$ cat config.mk
export PLATFORM = sky130hd
export DESIGN_NAME = serial_input_conditioner
export DESIGN_NICKNAME = d
export VERILOG_FILES = /design/src/rtl/serial_input_conditioner.sv
export SDC_FILE = /design/constraint.sdc
export NUM_CORES = 1
export LEC_CHECK = 0
export CORE_UTILIZATION = 55
export DETAILED_ROUTE_END_ITERATION = 8
export HOLD_SLACK_MARGIN = 0.08
export PLACE_DENSITY = 0.83
export SLEW_MARGIN = 25
export SYNTH_ARGS = -nofsm -noshare
export SYNTH_HDL_FRONTEND = slang
export SYNTH_SLANG_ARGS = --single-unit
export TNS_END_PERCENT = 30
$ cat constraint.sdc
create_clock -name clock -period 4.35 [get_ports clock]
set_input_delay 0.87 -clock clock [delete_from_list [all_inputs] [get_ports clock]]
set_output_delay 0.87 -clock clock [all_outputs]
set_load 0.01 [all_outputs]
$ cat src/rtl/serial_input_conditioner.sv
// Push-button conditioner: synchronizes key_n/data_raw, debounces the key and
// emits one step pulse per accepted press with the data bit captured at that press.
module serial_input_conditioner #(
    parameter int unsigned DEBOUNCE_CYCLES = 500000
) (
    input  logic       clock,
    input  logic       reset,
    input  logic       key_n,
    input  logic       data_raw,
    output logic       step,
    output logic       w_out,
    output logic [7:0] step_count,
    output logic       busy
);
    // state        | meaning
    // IDLE         | key released and stable
    // PRESS_WAIT   | key low, counting toward an accepted press
    // PRESSED      | press accepted, waiting for the key to rise
    // RELEASE_WAIT | key high, counting toward an accepted release
    typedef enum logic [1:0] {
        IDLE         = 2'd0,
        PRESS_WAIT   = 2'd1,
        PRESSED      = 2'd2,
        RELEASE_WAIT = 2'd3
    } state_t;

    localparam logic [19:0] CNT_LAST = 20'(DEBOUNCE_CYCLES - 1);

    state_t      state;
    logic [19:0] cnt;
    logic        key_meta;
    logic        key_sync;
    logic        data_meta;
    logic        data_sync;

    // key idles released (high), so its synchronizer resets to 1
    always_ff @(posedge clock or posedge reset) begin
        if (reset) begin
            key_meta  <= 1'b1;
            key_sync  <= 1'b1;
            data_meta <= 1'b0;
            data_sync <= 1'b0;
        end else begin
            key_meta  <= key_n;
            key_sync  <= key_meta;
            data_meta <= data_raw;
            data_sync <= data_meta;
        end
    end

    always_ff @(posedge clock or posedge reset) begin
        if (reset) begin
            state      <= IDLE;
            cnt        <= '0;
            step       <= 1'b0;
            w_out      <= 1'b0;
            step_count <= '0;
            busy       <= 1'b0;
        end else begin
            step <= 1'b0;
            case (state)
                IDLE: begin
                    if (!key_sync) begin
                        state <= PRESS_WAIT;
                        cnt   <= '0;
                        busy  <= 1'b1;
                    end
                end
                PRESS_WAIT: begin
                    if (key_sync) begin
                        state <= IDLE;
                        cnt   <= '0;
                        busy  <= 1'b0;
                    end else if (cnt == CNT_LAST) begin
                        state      <= PRESSED;
                        step       <= 1'b1;
                        w_out      <= data_sync;
                        step_count <= step_count + 8'd1;
                    end else begin
                        cnt <= cnt + 20'd1;
                    end
                end
                PRESSED: begin
                    if (key_sync) begin
                        state <= RELEASE_WAIT;
                        cnt   <= '0;
                    end
                end
                RELEASE_WAIT: begin
                    // a low during release is bounce, not a new press
                    if (!key_sync) begin
                        state <= PRESSED;
                        cnt   <= '0;
                    end else if (cnt == CNT_LAST) begin
                        state <= IDLE;
                        cnt   <= '0;
                        busy  <= 1'b0;
                    end else begin
                        cnt <= cnt + 20'd1;
                    end
                end
                default: begin
                    state <= IDLE;
                    cnt   <= '0;
                    busy  <= 1'b0;
                end
            endcase
        end
    end

endmodule
== Yosys cells after proc, flatten, opt, wreduce, memory -nomap -nowiden ==
Index checks and enable logic that the tools add are counted.

* Logic and storage cells: 53
* Latch bits: 0
* Bits of input ports: 4
* Bits in writable memories: 0
* Output and inout bits: 11
* Memory bits (read-only): 0
* Memories kept: 0
* Flip-flop bits (word level): 37

* Multiply operators: 0
* Div/mod/pow operators: 0
* Shift operators: 0
* Bitwise operators: 1
* Reduce and logical (&&, ||, !) cells: 6
* Equal/unequal tests: 12
* Add/subtract/negate cells: 2
* Muxes and demuxes: 22
* Magnitude comparators: 0

{| class="wikitable"
|+ Operator list
! kind !! number
|-
| $mux 20 || 6
|-
| $pmux 20 s4 || 1
|-
| $add 20x1->20 const B || 1
|-
| $eq 20x19->1 const B || 1
|-
| $mux 2 || 6
|-
| $ne 2x2->1 const B || 5
|-
| $ne 3x3->1 const B || 3
|-
| $add 8x1->8 const B || 1
|-
| $pmux 2 s4 || 1
|-
| $mux 1 || 7
|-
| $reduce_and 3->1 || 2
|-
| $reduce_and 5->1 || 1
|-
| $eq 2x2->1 const B || 2
|-
| $reduce_and 4->1 || 1
|-
| $pmux 1 s3 || 1
|-
| $reduce_bool 3->1 || 1
|-
| $eq 2x1->1 const B || 1
|-
| $logic_not 2->1 || 1
|-
| $not 1->1 || 1
|}

== Longest topological paths before layout ==
* Depth in word-level cells: 4
* Depth in mapped cells: 8
* Depth with buffers taken out: 6

== Worst setup path before layout ==
Ideal clock, no wire load.

* Kind: register -> register
* Start: register cnt[5]
* End: register step_count[5]
* Data arrival time: 2.213 ns
* Period minus slack after synthesis: 2.339 ns
* Buffers on the path: 1
* Data required time: 4.224 ns
* Setup time: 0.126 ns
* Path slack: 2.011 ns
* Cell stages (with the launch flop): 7
* Path through: dfrtp_1 > or4_4 > or4_4 > nor3_4 > buf_6 > nand3_1 > xnor2_1

* Cells in the longest elaborated chain, start to end: 2

{| class="wikitable"
|+ RTL lines
! element !! RTL line !! RTL
|-
| start: declaration || 30 || <nowiki>logic [19:0] cnt;</nowiki>
|-
| start signal: assignment || 80 || <nowiki>cnt <= cnt + 20'd1;</nowiki>
|-
| start signal: assignment || 99 || <nowiki>cnt <= cnt + 20'd1;</nowiki>
|-
| $eq 20x19->1 || 74 || <nowiki>end else if (cnt == CNT_LAST) begin</nowiki>
|-
| $reduce_and 3->1 (no source line) || -- ||
|-
| end signal: assignment || 78 || <nowiki>step_count <= step_count + 8'd1;</nowiki>
|-
| end: declaration || 12 || <nowiki>output logic [7:0] step_count,</nowiki>
|}

No other way between the ends.
A chain may end at the register's enable or synchronous reset.

== Worst setup path after layout ==
* Start: register cnt[5]
* End: register w_out

* Cells in the longest elaborated chain, start to end: 2

{| class="wikitable"
|+ RTL lines
! element !! RTL line !! RTL
|-
| $eq 20x19->1 || 74 ||
|-
| $reduce_and 3->1 (no source line) || -- ||
|-
| end signal: assignment || 77 || <nowiki>w_out <= data_sync;</nowiki>
|-
| end: declaration || 11 || <nowiki>output logic w_out,</nowiki>
|}

No other way between the ends.

==> out/results.ini <==
[grt]
grtUsageTotal_pct = 22.92
grt_max_degree = 38
antenna_found_initial = 0
grt_pass1_wl_um = 5733
gr-total-overflow = 0
grt_pass1_vias = 1314

[finish]
num-fill-cells = 249
mostFrequentLayoutCells = 35 x dfrtp_1, 23 x nor2_1, 14 x clkdlybuf4s50_1
multi_input_area_um2 = 783.3
top_register = cnt
regArea_um2 = 928.4
top_regs = cnt (20), step_count (8)
areaGrowthSynthToFinish_pct = 12.93
n_antenna_cell = 0
layout.cells.non_filler = 230
largest_reg_flops = 20
utilization_pct = 65.33
final_common_cell = dfrtp_1
drive_gt1_share_pct = 9.677
finalNetCount = 191

[setup_path]
path_max_fanout = 19
critical_path_buf_inv_count = 0
crit_type = register to register
worstPathRequired_ns = 4.59
cp_cell_sequence = or4_4 > or4_4 > nor3_4 > mux2_2
cp-start-kind = register
max_stage_delay_ns = 0.57
cp.arrival_ns = 2.93
cp-end-kind = register
cp_slowest_cell = or4_4
crit_path_frequent_cell = or4_4
rrSetupSlack_ns = 1.66
cp_top_family = simple AND/OR/NAND/NOR gates

[routing]
vias_per_cell = 5.770
drcViolationCount = 0
drt-wirelength-per-cell_um = 14.70
final_antenna_net_count = 0
vias = 1327
drt_first_pass_iters = 4
drtIter0Drc = 85
drt-total-wl_um = 3381

[clock_tree]
clk_pin_slew_ns = 0.11
root_buffer = clkbuf_4
clk_latency_ns = 0.34
h-tree-depth = 2
clk_path_buf_depth = 2
cts_buffers = 5
cts_hold_buf = 0
cts_setup_buffers = 0
cts_tree = done
ctsResizeCount = 0
clock-sinks = 37

[min_path]
min_path_type = register to register

[logic_synthesis]
synth_area_per_cell_um2 = 10.49
synth_nets = 173
ys_types = 34
synth-main-ff-cell = dfrtp_1
syn_inst = 167
async_flop_share_pct = 100.0
yosysWarnings = 0
ys_ff_latch = 37
syn_area_mm2 = 0.001752
ys_seq_area_share_pct = 53.00
synth-edff-count = 0

[floorplan]
ios = 15
dieArea_mm2 = 0.003415
start_util_pct = 57.85
core-area_mm2 = 0.003028
fp.dieW_um = 58.44
die_y_um = 58.44
rows = 20

[sta]
finalClockSkew_ns = 0.01303
relSlewSlack_pct = 53.66
finalHoldViolCount = 0
fin_crit_sh_pct = 61.86
worstMarginPinSlew_ns = 0.6910
drv_slew = 0
setup_tns_ns = 0
period_minus_slack_ns = 2.691
fmax_mhz = 371.6
setup_violations = 0
rsz0062_at_grt = false

[power]
leakage_nw = 0.8342
power_mw = 0.5550
vdd_drop_max_uv = 183.1
power_density_mw_per_mm2 = 280.6

[placement]
place_inst = 222
portBuffers = 14
gp_congestion = 0.8501
dpl.hpwl_um = 2374

[run]
maxCapViolCount = 0

[run_status]
outcome = finished, final reports clean

-- worst register-to-register path, stage by stage (launching register included) --
cell,delay [ns]
dfrtp_1,0.47
or4_4,0.57
or4_4,0.57
nor3_4,0.56
mux2_2,0.42
-- cells by family (layout without fill, tap and decap cells) --
logic type      Yosys count  after routing  synth area share (%)
buf+inv                   8             27                 2.285
xor+xnor                 23             23                 11.50
fa+ha+maj                 2              2                 1.428
simple gates             74             74                 22.93
flops                    37             37                 53.00
compound gates           20             20                 7.000
mux                       3              3                 1.857
-- layer usage --
layer	GRT usage [%]	wire length (µm)	part of all wire (%)	vias up
li1	-	-	-	627
met1	27.84	1473	44	655
met2	37.60	1678	50	35
met3	7.033	148	4.4	10
met4	10.54	80	2.4	0
met5	0	0	0	-
-- cell type report --
class | instances | area share (%)
Tap cell | 44 | 2.783
Multi-Input combinational cell | 122 | 39.60
Inverter | 4 | 0.7590
Timing Repair Buffer | 15 | 7.464
Sequential cell | 37 | 46.93
Clock buffer | 8 | 2.467
-- cells in the mapped netlist, types with 2 or more instances --
master | count | area, µm²
and3_1 | 2 | 12.51
or3_2 | 4 | 30.03
and4_1 | 3 | 26.28
dfstp_2 | 2 | 52.55
nand4_1 | 10 | 62.56
ha_1 | 2 | 25.02
a21oi_1 | 6 | 30.03
o31ai_1 | 2 | 15.01
inv_1 | 4 | 15.01
buf_2 | 2 | 10.01
xnor2_1 | 13 | 113.9
mux2_2 | 2 | 22.52
or4_4 | 2 | 22.52
nor2_1 | 23 | 86.33
dfrtp_1 | 35 | 875.8
o21ai_0 | 7 | 35.03
nor3_1 | 3 | 15.01
nand2_1 | 13 | 48.80
nand3_1 | 8 | 40.04
xor2_1 | 10 | 87.58
-- stage by stage --
step	hold WS, ns	setup slack (ns)	cell area, µm²
6_report	0.3615	1.659	1978
5_1_grt	0.3699	1.573	1978
4_1_cts	0.3619	1.670	1978
3_5_place_dp	0.3426	1.687	1929
3_3_place_gp	0.3350	1.778	1929
2_1_floorplan	0.3312	2.011	1752
-- where the power goes --
group	total, mW	internal, mW	switching (mW)
clock network	0.174	0.0645	0.109
registers	0.355	0.349	0.00517
logic	0.0267	0.00876	0.0179
total	0.555	0.423	0.132
-- final timing paths --
path                               startpoint                         to  cells past startpoint
max                        cnt[5]$_DFFE_PP0P_          w_out$_DFFE_PP0P_                      4
min                        key_meta$_DFF_PP1_         key_sync$_DFF_PP1_                      0
max reg2reg                cnt[5]$_DFFE_PP0P_          w_out$_DFFE_PP0P_                      4
min reg2reg                key_meta$_DFF_PP1_         key_sync$_DFF_PP1_                      0
max in group asynchronous               reset         key_sync$_DFF_PP1_                      3
min in group asynchronous               reset  step_count[0]$_DFFE_PP0P_                      3
Power figures use the tool's default switching activity.
